$ cat config.mk
export PLATFORM = sky130hd
export DESIGN_NAME = lifo_stack_flat
export DESIGN_NICKNAME = d
export VERILOG_FILES = /design/src/rtl/lifo_stack_if.sv /design/src/rtl/lifo_stack.sv /design/src/flat_wrapper.sv
export SDC_FILE = /design/constraint.sdc
export NUM_CORES = 1
export LEC_CHECK = 0
export CORE_UTILIZATION = 63
export CTS_BUF_LIST = sky130_fd_sc_hd__clkbuf_16
export DETAILED_ROUTE_END_ITERATION = 16
export GPL_TIMING_DRIVEN = 0
export PLACE_DENSITY = 0.84
export SYNTH_ARGS = -nofsm -noshare
export SYNTH_HDL_FRONTEND = slang
export SYNTH_SLANG_ARGS = --single-unit
$ cat constraint.sdc
create_clock -name clk -period 10.4 [get_ports clk]
set_clock_uncertainty 0.15 [all_clocks]
set_input_delay 2.08 -clock clk [delete_from_list [all_inputs] [get_ports clk]]
set_output_delay 2.08 -clock clk [all_outputs]
set_load 0.05 [all_outputs]
$ cat src/rtl/lifo_stack_if.sv
// Request/response bundle between the recursive-evaluation controller and lifo_stack.
// Optional high-water-mark output appears only when LIFO_STACK_HWM_EN is defined.
interface lifo_stack_if #(
   parameter int WIDTH = 4,
   parameter int DEPTH = 16
);
   localparam int PTR_W = $clog2(DEPTH);

   logic             push;
   logic             pop;
   logic             top;
   logic [WIDTH-1:0] din;
   logic [WIDTH-1:0] stack_out;
   logic             empty;
   logic             full;
   logic [PTR_W:0]   count;
   logic             overflow;
   logic             underflow;
`ifdef LIFO_STACK_HWM_EN
   logic [PTR_W:0]   hwm;
`endif

   modport master (
      output push, pop, top, din,
`ifdef LIFO_STACK_HWM_EN
      input  hwm,
`endif
      input  stack_out, empty, full, count, overflow, underflow
   );

   modport slave (
      input  push, pop, top, din,
`ifdef LIFO_STACK_HWM_EN
      output hwm,
`endif
      output stack_out, empty, full, count, overflow, underflow
   );
endinterface

$ cat src/rtl/lifo_stack.sv
// Parameterised LIFO with zero-latency top read, replace-top on push+pop and sticky misuse flags.
// Define LIFO_STACK_HWM_EN to add the hwm (max occupancy since reset) output.
module lifo_stack #(
   parameter int WIDTH = 4,
   parameter int DEPTH = 16
) (
   input logic        clk,
   input logic        rst,
   lifo_stack_if.slave bus
);
   localparam int             PTR_W  = $clog2(DEPTH);
   localparam logic [PTR_W:0] SP_ONE = (PTR_W + 1)'(1);
   localparam logic [PTR_W:0] SP_MAX = (PTR_W + 1)'(DEPTH);

   logic [WIDTH-1:0] r_mem [DEPTH];
   logic [PTR_W:0]   r_sp;
   logic [WIDTH-1:0] r_last;
   logic             r_ovf;
   logic             r_unf;

   logic [PTR_W:0]   w_sp_d;
   logic [PTR_W-1:0] w_top_idx;
   logic [PTR_W-1:0] w_wr_idx;
   logic [WIDTH-1:0] w_top_data;
   logic             w_empty;
   logic             w_full;
   logic             w_push_new;
   logic             w_replace;
   logic             w_pop_only;
   logic             w_wr_en;

   assign w_empty    = (r_sp == '0);
   assign w_full     = (r_sp == SP_MAX);
   // Low bits only: at sp == DEPTH they are zero and the decrement wraps to DEPTH-1.
   assign w_top_idx  = r_sp[PTR_W-1:0] - PTR_W'(1);
   assign w_top_data = r_mem[w_top_idx];

   // Push onto an empty stack still happens when paired with a (rejected) pop.
   assign w_push_new = bus.push && !w_full && (!bus.pop || w_empty);
   assign w_replace  = bus.push && bus.pop && !w_empty;
   assign w_pop_only = bus.pop && !bus.push && !w_empty;
   assign w_wr_en    = w_push_new || w_replace;
   assign w_wr_idx   = w_replace ? w_top_idx : r_sp[PTR_W-1:0];

   always_comb begin
      w_sp_d = r_sp;
      if (w_push_new) begin
         w_sp_d = r_sp + SP_ONE;
      end else if (w_pop_only) begin
         w_sp_d = r_sp - SP_ONE;
      end
   end

   always_ff @(posedge clk) begin
      if (rst) begin
         r_sp   <= '0;
         r_last <= '0;
         r_ovf  <= 1'b0;
         r_unf  <= 1'b0;
      end else begin
         r_sp <= w_sp_d;
         if (w_replace || w_pop_only) begin
            r_last <= w_top_data;
         end
         if (bus.push && !bus.pop && w_full) begin
            r_ovf <= 1'b1;
         end
         if (bus.pop && w_empty) begin
            r_unf <= 1'b1;
         end
      end
   end

   // Storage is never cleared; reset only suppresses the write.
   always_ff @(posedge clk) begin
      if (!rst && w_wr_en) begin
         r_mem[w_wr_idx] <= bus.din;
      end
   end

`ifdef LIFO_STACK_HWM_EN
   logic [PTR_W:0] r_hwm;

   always_ff @(posedge clk) begin
      if (rst) begin
         r_hwm <= '0;
      end else if (w_sp_d > r_hwm) begin
         r_hwm <= w_sp_d;
      end
   end

   assign bus.hwm = r_hwm;
`endif

   always_comb begin
      bus.stack_out = r_last;
      if (bus.top) begin
         bus.stack_out = w_empty ? '0 : w_top_data;
      end
   end

   assign bus.empty     = w_empty;
   assign bus.full      = w_full;
   assign bus.count     = r_sp;
   assign bus.overflow  = r_ovf;
   assign bus.underflow = r_unf;
endmodule

$ cat src/flat_wrapper.sv
// flat-port wrapper written by rule: the top's interface ports become plain ports
module lifo_stack_flat 
#(
   parameter int WIDTH = 4,
   parameter int DEPTH = 16
)
  (clk, rst, bus_push, bus_pop, bus_top, bus_din, bus_stack_out, bus_empty, bus_full, bus_count, bus_overflow, bus_underflow);
  lifo_stack_if #(.WIDTH(WIDTH), .DEPTH(DEPTH)) bus_i ();
  input logic clk;
  input logic rst;
  input wire logic [$bits(bus_i.push)-1:0] bus_push;
  input wire logic [$bits(bus_i.pop)-1:0] bus_pop;
  input wire logic [$bits(bus_i.top)-1:0] bus_top;
  input wire logic [$bits(bus_i.din)-1:0] bus_din;
  output wire logic [$bits(bus_i.stack_out)-1:0] bus_stack_out;
  output wire logic [$bits(bus_i.empty)-1:0] bus_empty;
  output wire logic [$bits(bus_i.full)-1:0] bus_full;
  output wire logic [$bits(bus_i.count)-1:0] bus_count;
  output wire logic [$bits(bus_i.overflow)-1:0] bus_overflow;
  output wire logic [$bits(bus_i.underflow)-1:0] bus_underflow;
  assign bus_i.push = bus_push;
  assign bus_i.pop = bus_pop;
  assign bus_i.top = bus_top;
  assign bus_i.din = bus_din;
  assign bus_stack_out = bus_i.stack_out;
  assign bus_empty = bus_i.empty;
  assign bus_full = bus_i.full;
  assign bus_count = bus_i.count;
  assign bus_overflow = bus_i.overflow;
  assign bus_underflow = bus_i.underflow;
  lifo_stack #(.WIDTH(WIDTH), .DEPTH(DEPTH)) u_core (.clk(clk), .rst(rst), .bus(bus_i));
endmodule
== Yosys cells after proc, flatten, opt, wreduce, memory -nomap -nowiden ==
Memory sizes are Yosys's and may differ from the RTL's.
Index checks and enable logic that the tools add are counted.
Storage, ports and cells
  flip-flop bits (word level): 11
  RAM bits: 64
  input port bits: 9
  output and inout port bits: 13
  logic and storage cells: 36
  memories kept: 1
Memory list
  u_core.r_mem: depth 16, bits a word 4, read ports 1, clocked after memory_dff 0, wr ports 1, RTL line lifo_stack.sv:15  | logic [WIDTH-1:0] r_mem [DEPTH];
Operators by class
  add/sub/neg operators: 3
  equal/unequal tests: 1
  muxes and demuxes: 7
  reduce and logical (&&, ||, !) cells: 20
Operator list (number)
  $mux W4: 3
  $logic_and A1 B1 Y1: 10
  $mux W5: 2
  $add A5 B1 Y5 const B: 1
  $eq A5 B5 Y1 const B: 1
  $logic_not A1 Y1: 5
  $logic_not A5 Y1: 1
  $sub A5 B1 Y5 const B: 1
  $sub A4 B1 Y4 const B: 1
  $logic_or A1 B1 Y1: 3
  $mux W1: 2
  $reduce_bool A2 Y1: 1

== Logic depth before layout (Yosys ltp) ==
Gate-level depths: netlist of run 1.
  depth in word-level cells: 8
  depth in mapped cells: 13
  depth with buffers taken out: 11

== Worst setup path after synthesis of run 1 ==
Ideal clock, no wire load.
  path type: register to output
  start point: reg u_core.r_sp[0], in the netlist u_core.bus.count[0]
  end point: out bus_stack_out[0]
  arrival time: 3.271 ns
  required time: 8.170 ns
  setup slack: 4.899 ns
  cell stages (with the launch flop): 12
  path buffers: 4
  cells stage by stage: dfxtp_1 buf_6 buf_4 inv_1 ha_1 buf_2 buf_2 mux4_2 nand3_1 a211oi_1 nor4_2 o22ai_1
Between the ends
  word-level cells in the longest chain between the ends: 4
  elaborated cells on any way between the ends: 5
  those cells by class: add/sub (1); mux (2); reduce/logical (1); memory (1)
Ends and longest elaborated chain
  start, declared: RTL line lifo_stack.sv:16  | logic [PTR_W:0] r_sp;
  start signal, assigned: RTL line lifo_stack.sv:61  | r_sp <= w_sp_d;
  $sub A4 B1 Y4: RTL line lifo_stack.sv:35  | assign w_top_idx = r_sp[PTR_W-1:0] - PTR_W'(1);
  $mem_v2 Z16 W4
  $mux W4 *: RTL line lifo_stack.sv:98  | bus.stack_out = w_empty ? '0 : w_top_data;
  $mux W4 *: RTL line lifo_stack.sv:97  | if (bus.top) begin
  end, declared: RTL line flat_wrapper.sv:15  | output wire logic [$bits(bus_i.stack_out)-1:0] bus_stack_out;
Every way passes the cells marked *; elsewhere a longest branch is shown, timed or not.

== Worst setup path in the final report of run 1 ==
  start point: reg u_core.r_sp[1], in the netlist u_core.bus.count[1]
  end point: out bus_stack_out[0]
The elaborated chain is that of the path after synthesis.

==> run_results.csv, run 1 <==
group,metric,value,unit
clocking,cts_buffer_depth,2,
setup_path,critPathLaunchType,"flop",
setup_path,path_buf_inv,5,
placed_design,port_buffers,21,
pwr,internal-power,889,uW
outcome,status,"complete, no violations",
sta,finalCriticalPeriod,6.23,ns
routing,drtAntennaViolNets,0,
routing,dr.first_iter.drc_count,195,
logic_synthesis,synth_top_cell_by_area,"edfxtp_1",
pwr,p_sw_frac,0.418,
setup_path,crit_family,"buffers and inverters",
pwr,p_leak,0.00138,uW
clocking,htreeDepth,3,
setup_path,cp_cell_sequence,"clkbuf_1, inv_1, ha_1, buf_2, buf_2, mux4_2, nand3_1, a211oi_1, nor4_2, o22ai_1, clkdlybuf4s50_1",
logic_synthesis,synth_edf_count,64,
logic_synthesis,ys.flop_type,"edfxtp_1",
sta,slew_violations,0,
cells_and_area,drive_gt1_frac,0.186,
logic_synthesis,synth_area_per_cell,13.9,um2
pwr,p_comb_frac,0.536,
sta,finalCritPeriodShare,0.599,
setup_path,path_class,"reg2out",
die,die_area,0.00603,mm2
setup_path,cpMostUsedCell,"buf_2",
cells_and_area,final_util,0.766,
setup_path,crit_slowest_cell,"clkdlybuf4s50_1",
die,ioPinCount,22,
logic_synthesis,synth.ff_latch_count,75,
placed_design,dp_hpwl,5.29,mm
setup_path,cp_data_required_time,8.17,ns
sta,hold_viol,0,
logic_synthesis,syn_nets,274,
die,rows,27,
sta,worst_pin_slew,0.615,ns
global_routing,grt_start_max_net_pins,17,
setup_path,path_max_fanout,10,
setup_path,cp.arrival,4.00,ns
min_path,min_path_cells,2,
cells_and_area,mostFrequentLayoutCell,"edfxtp_1",
logic_synthesis,syn_area,0.00360,mm2
clocking,cts_root_buffer,"clkbuf_16",
setup_path,max_stage_delay,0.83,ns
logic_synthesis,synth_area_leaders,"edfxtp_1 (53%), mux4_2 (10%), dfxtp_1 (6.1%)",
logic_synthesis,ys_types,51,
routing,post-route-drc-count,0,
sta,final.setup.tns,0,ns
global_routing,grt_usage,0.290,
routing,wl_per_cell,21.1,um
pwr,peakVddDrop,0.242,mV
flow_run,maxCapViolations,0,
logic_synthesis,async_flop_share,0,
sta,setup-violations-final,0,
cells_and_area,fin_nets,306,
placed_design,post-place-ws,4.37,ns
clocking,cts_made_buffers,9,
cells_and_area,most-common-layout-cells,"edfxtp_1 (64), nor2_1 (26), clkdlybuf4s50_1 (21)",
die,die_w,77.6,um
logic_synthesis,synth_top_area_frac,0.533,
cells_and_area,n_antenna_cell,0,
global_routing,grt-ovfl-total,0,
sta,setup_slack,4.17,ns
global_routing,grt_pass1_wl,12.7,mm
placed_design,place.gp.congestion,0.875,
routing,routed_wirelength,7.75,mm
routing,route.vias.total,2343,
pwr,p_sw,638,uW
setup_path,r2r_start,"u_core.bus.count[0]",
min_path,hp-start,"u_core.bus.overflow",
routing,dr.pass1.iters,4,
clocking,cts_hold_buffers,0,
clocking,cts_tree,"yes",
die,core,0.00551,mm2
setup_path,crit_path_end_kind,"primary output",
sta,fmax,0.161,GHz
clocking,clk_latency,0.33,ns
clocking,cts_resized,0,
die,initial_utilization,0.654,
pwr,seq_power_share,0.248,
cells_and_area,area_growth,17.1,%
die,die_height,77.6,um
routing,routed_via_density,6.37,
logic_synthesis,ys_warn_count,0,
logic_synthesis,synth_cells,259,
min_path,min_path_type,"reg2reg",
setup_path,rr_worst_depth,12,
setup_path,reg2reg_slack,6.85,ns
sta,maxSlewHeadroom,0.590,
clocking,postCtsSetupBuffers,0,
pwr,clkPwrFrac,0.216,
setup_path,worst_r2r_endpoint,"u_core.bus.count[4]",
min_path,hold_end,"u_core.bus.overflow",
setup_path,cp_num_cells,11,
clocking,cts_sinks,75,
pwr,powerDensity,362,mW/mm2
logic_synthesis,ys_seq_area_frac,0.594,
sta,rsz0062_at_grt,"false",
global_routing,grt_antenna_before_repair,0,
global_routing,grt_pass1_vias,2411,
clocking,clk_pin_slew_worst_paths,0.06,ns
[sequential cells by signal, summed over array words and instances, names as in the netlist]
| signal | flops |
|---|---|
| u_core.r_mem | 64 |
| u_core.bus.count | 5 |
| u_core.r_last | 4 |
| u_core.bus.overflow | 1 |
| u_core.bus.underflow | 1 |
[logic make-up (layout without fill, tap and decap cells)]
group / Yosys count / in the layout / synth area share
and+or+nand+nor: 78 / 78 / 0.122
buffers and inverters: 28 / 65 / 0.0389
muxes: 26 / 26 / 0.128
adders and majority gates: 6 / 6 / 0.0229
AOI/OAI and AO/OA: 41 / 41 / 0.0819
xor gates and xnor gates: 5 / 5 / 0.0122
DFF: 75 / 75 / 0.594
[power groups by stage]
stage / registers, uW / clock network (uW) / logic (uW)
floorplan: 419 / 0 / 574
global route: 382 / 342 / 882
CTS: 379 / 329 / 814
finish: 379 / 329 / 819
global placement: 383 / 0 / 786
detailed placement: 385 / 0 / 808
[area by class of cell]
type                            instances  area [um2]
Buffer                                 13        78.8
Multi-Input combinational cell        156        1320
Tap cell                               72        90.1
Sequential cell                        75        2140
Clock inverter                          7        91.3
Fill cell                             336        1290
Clock buffer                            9         225
Inverter                               15        61.3
Timing Repair Buffer                   21         210
[worst register-to-register path: cells and delay by family (launching register included)]
kind | cells | cell delay, ns
buffers and inverters | 3 | 0.59
flip-flops | 1 | 0.32
AND/OR/NAND/NOR | 4 | 1.09
AO/OA/AOI/OAI | 3 | 0.72
adder cells (fa/ha/maj) | 2 | 0.58
[metrics by stage]
step                instance area, um2  power [uW]  hold slack (ns)  std cells
floorplan                         3600         993            0.328        259
global placement                  3900        1170            0.299        352
detailed placement                3900        1190            0.305        352
CTS                               4220        1520            0.318        368
global route                      4220        1610            0.332        368
finish                            4220        1530            0.315        368
[Yosys cell counts (2+ instances only)]
library cell / count
nor3_2: 2
a21oi_1: 4
inv_1: 13
nand2_1: 7
o22ai_1: 4
buf_2: 3
clkbuf_1: 4
ha_1: 5
buf_6: 3
nor2_1: 26
mux4_2: 16
nand3_1: 9
xnor2_1: 4
buf_1: 2
a31oi_1: 5
a211oi_2: 2
dfxtp_1: 11
edfxtp_1: 64
a211oi_1: 10
nand4_1: 2
nor2b_1: 3
mux2i_1: 9
nor4_2: 3
nor3_1: 12
nand2b_1: 3
o21ai_0: 8
[layer usage]
layer	track usage	up-vias	share of wire
li1	-	1070	-
met1	0.368	1152	0.41
met2	0.476	105	0.51
met3	0.0671	16	0.062
met4	0.130	0	0.018
met5	0	-	0
[worst max path at each step]
stage	start	slack, ns	endpoint
3_3_place_gp	bus_top	4.45	bus_stack_out[0]
4_1_cts	u_core.bus.count[0]	4.18	bus_stack_out[0]
2_1_floorplan	u_core.bus.count[0]	4.90	bus_stack_out[0]
6_report	u_core.bus.count[1]	4.17	bus_stack_out[0]
5_1_grt	u_core.bus.count[1]	3.98	bus_stack_out[0]
3_5_place_dp	bus_top	4.37	bus_stack_out[0]
Note: power is estimated with default switching activity, not from simulation.
==> inputs of run 2 (changes only) <==
- CORE_UTILIZATION: 63 -> 59
- PLACE_DENSITY: 0.84 -> 0.79
- clock period: 10.4 -> 6.34 ns (I/O delays scaled with it)
==> run_results.csv, run 2 (synthesized netlist as in run 1, its figures left out) <==
group,metric,value,unit
setup_path,cp_data_required_time,4.92,ns
global_routing,grt_start_max_net_pins,17,
die,die_area,0.00642,mm2
cells_and_area,fin_nets,306,
placed_design,port_buffers,21,
clocking,cts_root_buffer,"clkbuf_16",
sta,finalCriticalPeriod,5.29,ns
cells_and_area,largest_reg_flops,64,
clocking,clk_latency,0.33,ns
clocking,cts_buffer_depth,2,
clocking,htreeDepth,3,
routing,wl_per_cell,19.7,um
global_routing,grt_usage,0.258,
cells_and_area,mostFrequentLayoutCell,"edfxtp_1",
die,die_height,80.2,um
pwr,p_leak,0.00140,uW
die,die_w,80.2,um
placed_design,dp_hpwl,5.06,mm
routing,route.vias.total,2266,
global_routing,grt-ovfl-total,0,
routing,routed_via_density,6.11,
sta,final.setup.tns,0,ns
pwr,p_comb_frac,0.533,
cells_and_area,layout.cells.non_filler,371,
clocking,cts_tree,"yes",
cells_and_area,regMostFlops,"u_core.r_mem",
sta,slew_violations,0,
die,ioPinCount,22,
cells_and_area,drive_gt1_frac,0.189,
sta,setup_slack,1.05,ns
die,rows,28,
sta,maxSlewHeadroom,0.615,
placed_design,post-place-ws,1.41,ns
cells_and_area,n_antenna_cell,0,
routing,routed_wirelength,7.31,mm
cells_and_area,area_growth,17.2,%
clocking,cts_made_buffers,9,
routing,dr.pass1.iters,4,
clocking,clk_pin_slew_worst_paths,0.06,ns
min_path,min_path_type,"reg2reg",
clocking,cts_sinks,75,
sta,worst_pin_slew,0.575,ns
pwr,seq_power_share,0.250,
pwr,internal-power,1460,uW
flow_run,maxCapViolations,0,
routing,post-route-drc-count,0,
setup_path,crit_path_end_kind,"primary output",
setup_path,cp.arrival,3.88,ns
global_routing,grt_antenna_before_repair,0,
pwr,clkPwrFrac,0.217,
clocking,cts_resized,0,
pwr,powerDensity,589,mW/mm2
sta,fmax,0.189,GHz
clocking,cts_hold_buffers,0,
routing,dr.first_iter.drc_count,168,
pwr,p_sw_frac,0.414,
setup_path,path_max_fanout,10,
sta,hold_viol,0,
placed_design,place.gp.congestion,0.838,
pwr,peakVddDrop,0.360,mV
sta,rsz0062_at_grt,"false",
setup_path,path_class,"reg2out",
cells_and_area,final_util,0.713,
placed_design,placed_cells,355,
die,initial_utilization,0.609,
clocking,postCtsSetupBuffers,0,
pwr,p_sw,1030,uW
routing,drtAntennaViolNets,0,
sta,finalCritPeriodShare,0.835,
sta,setup-violations-final,0,
die,core,0.00592,mm2
sta,hold_ws,0.326,ns
cells_and_area,most-common-layout-cells,"edfxtp_1 (64), nor2_1 (26), clkdlybuf4s50_1 (21)",
outcome,status,"complete, no violations",
global_routing,grt_pass1_wl,11.6,mm
global_routing,grt_pass1_vias,2214,
setup_path,critPathLaunchType,"flop",
run 2: cell count changes in the layout (fill, tap and decap cells not counted):
cell        change
clkinv_1        -2
clkinv_2        +2
clkinv_4        +1
clkinvlp_4      -2
inv_1           +1
run 2: final timing paths:
check                                    startpoint                   to  slack (ns)  depth (start not counted)
worst max-delay path            u_core.bus.count[0]     bus_stack_out[1]        1.05                         12
worst min-delay path            u_core.bus.overflow  u_core.bus.overflow        0.33                          2
worst max register to register  u_core.bus.count[0]  u_core.bus.count[4]        2.76                         12
worst min register to register  u_core.bus.overflow  u_core.bus.overflow        0.33                          2
run 2: final cells by class:
| cell class | instances | area, um2 |
|---|---|---|
| multi-input combinational | 156 | 1320 |
| buffer | 13 | 78.8 |
| inverter | 15 | 61.3 |
| tap | 75 | 93.8 |
| clock inverter | 7 | 91.3 |
| fill | 405 | 1700 |
| clock buffer | 9 | 225 |
| timing repair buffer | 21 | 210 |
| sequential | 75 | 2140 |
run 2: per-layer routing:
| metal | vias up | share of wire | global-route usage |
|---|---|---|---|
| li1 | 1077 | - | - |
| met1 | 1099 | 0.41 | 0.319 |
| met2 | 73 | 0.49 | 0.415 |
| met3 | 17 | 0.063 | 0.0659 |
| met4 | 0 | 0.033 | 0.143 |
| met5 | - | 0 | 0 |
run 2: stage by stage:
step,instance area [um2],total power (uW)
6_report,4220,2490
5_1_grt,4220,2630
4_1_cts,4220,2500
3_5_place_dp,3910,1950
3_3_place_gp,3910,1930
2_1_floorplan,3600,1630
run 2: worst max-delay path, stage by stage, from the launching register on:
cell and delay (ns):
dfxtp_1 0.34, buf_6 0.18, buf_4 0.21, inv_1 0.17
ha_1 0.31, buf_2 0.26, buf_2 0.32, mux4_2 0.38
mux2i_1 0.19, nor3_1 0.07, nor4_2 0.29, o22ai_1 0.10
clkdlybuf4s50_1 0.71
run 2: power by group through the flow:
stage / Combinational, uW / Clock [uW] / Sequential [uW]
finish: 1320 / 540 / 621
global route: 1440 / 561 / 626
CTS: 1330 / 545 / 622
detailed placement: 1320 / 0 / 632
global placement: 1300 / 0 / 629
floorplan: 941 / 0 / 688
==> inputs of run 3 (changes only) <==
- clock period: 6.34 -> 5.2 ns (I/O delays scaled with it)
==> run_results.csv, run 3 (synthesized netlist as in run 1, its figures left out) <==
group,metric,value,unit
global_routing,grt_antenna_before_repair,0,
pwr,p_sw,1250,uW
pwr,p_comb_frac,0.533,
clocking,cts_sinks,75,
cells_and_area,fin_nets,306,
cells_and_area,regMostFlops,"u_core.r_mem",
cells_and_area,fillers,402,
clocking,cts_resized,0,
sta,setup-violations-final,0,
global_routing,grt_pass1_vias,2214,
clocking,clk_pin_slew_worst_paths,0.06,ns
sta,hold_viol,0,
min_path,min_path_type,"reg2reg",
clocking,cts_root_buffer,"clkbuf_16",
setup_path,cpMostUsedCell,"buf_2",
setup_path,max_stage_delay,0.38,ns
sta,rsz0062_at_grt,"false",
setup_path,cp.arrival,3.49,ns
pwr,p_sw_frac,0.414,
pwr,clkPwrFrac,0.217,
setup_path,critPathLaunchType,"flop",
global_routing,grt_pass1_wl,11.6,mm
die,ioPinCount,22,
sta,fmax,0.213,GHz
die,rows,28,
placed_design,dp_hpwl,5.06,mm
clocking,cts_tree,"yes",
placed_design,place.gp.congestion,0.838,
setup_path,crit_path_end_kind,"primary output",
setup_path,cp_data_required_time,4.01,ns
die,die_w,80.2,um
routing,drtAntennaViolNets,0,
die,initial_utilization,0.609,
outcome,status,"complete, no violations",
cells_and_area,layout.cells.non_filler,371,
clocking,htreeDepth,3,
cells_and_area,largest_reg_flops,64,
cells_and_area,final_util,0.715,
flow_run,maxCapViolations,0,
clocking,clk_latency,0.33,ns
sta,finalCritPeriodShare,0.901,
setup_path,path_class,"reg2out",
sta,final.setup.tns,0,ns
cells_and_area,drive_gt1_frac,0.189,
routing,dr.first_iter.drc_count,196,
placed_design,port_buffers,21,
pwr,seq_power_share,0.250,
pwr,internal-power,1770,uW
setup_path,crit_slowest_cell,"mux4_2",
pwr,total_power,3030,uW
setup_path,crit_family,"buffers and inverters",
clocking,cts_hold_buffers,0,
routing,post-route-drc-count,0,
setup_path,path_buf_inv,6,
setup_path,cp_cell_sequence,"buf_6, buf_4, inv_1, ha_1, buf_2, buf_2, mux4_2, mux2i_1, nor3_1, nor4_2, o22ai_1, dlymetal6s2s_1",
cells_and_area,most-common-layout-cells,"edfxtp_1 (64), nor2_1 (26), clkdlybuf4s50_1 (17)",
global_routing,grt-ovfl-total,0,
cells_and_area,mostFrequentLayoutCell,"edfxtp_1",
routing,route.vias.total,2274,
routing,routed_wirelength,7.33,mm
global_routing,grt_start_max_net_pins,17,
pwr,p_leak,0.00146,uW
clocking,postCtsSetupBuffers,0,
sta,slew_violations,0,
die,core,0.00592,mm2
clocking,cts_buffer_depth,2,
die,die_area,0.00642,mm2
global_routing,grt_usage,0.258,
cells_and_area,n_antenna_cell,0,
die,die_height,80.2,um
routing,routed_via_density,6.13,
sta,finalCriticalPeriod,4.68,ns
routing,wl_per_cell,19.8,um
routing,dr.pass1.iters,4,
placed_design,placed_cells,355,
clocking,cts_made_buffers,9,
setup_path,reg2reg_slack,1.62,ns
pwr,powerDensity,715,mW/mm2
cells_and_area,area_growth,17.5,%
sta,worst_pin_slew,0.576,ns
sta,maxSlewHeadroom,0.616,
setup_path,path_max_fanout,10,
pwr,peakVddDrop,0.438,mV
run 3: cell type report:
cell class | count | area, um2 | area share
sequential | 75 | 2140 | 0.506
multi-input combinational | 156 | 1320 | 0.312
buffer | 13 | 78.8 | 0.0186
clock buffer | 9 | 225 | 0.0532
inverter | 15 | 61.3 | 0.0145
tap | 75 | 93.8 | 0.0222
timing repair buffer | 21 | 220 | 0.0520
clock inverter | 7 | 91.3 | 0.0216
run 3: stage by stage:
step | cell area (um2) | worst slack [ns] | hold slack [ns]
CTS | 4220 | 0.0875 | 0.330
finish | 4230 | 0.515 | 0.324
floorplan | 3600 | 0.739 | 0.328
global route | 4230 | 0.266 | 0.376
detailed placement | 3910 | 0.503 | 0.316
global placement | 3910 | 0.559 | 0.300
run 3: final timing paths:
check                             end           startpoint  depth (start not counted)
setup / recovery     bus_stack_out[1]  u_core.bus.count[0]                         12
hold / removal    u_core.bus.overflow  u_core.bus.overflow                          2
setup reg to reg  u_core.bus.count[4]  u_core.bus.count[0]                         12
hold reg to reg   u_core.bus.overflow  u_core.bus.overflow                          2
run 3: worst min-delay path: cells and delay by family, from the launching register on:
family | cells | cell delay [ns]
DFF | 1 | 0.32
and+or+nand+nor | 1 | 0.07
AOI/OAI and AO/OA | 1 | 0.04
run 3: power by group through the flow:
stage | clock network (uW) | registers, uW | logic [uW]
finish | 658 | 758 | 1610
floorplan | 0 | 839 | 1150
global route | 684 | 764 | 1750
global placement | 0 | 766 | 1580
CTS | 664 | 758 | 1620
detailed placement | 0 | 770 | 1610
run 3: metal layers:
layer	part of all wire	up-vias	global-route usage
li1	-	1076	-
met1	0.41	1098	0.319
met4	0.034	0	0.143
met2	0.49	81	0.415
met5	0	-	0
met3	0.067	19	0.0659
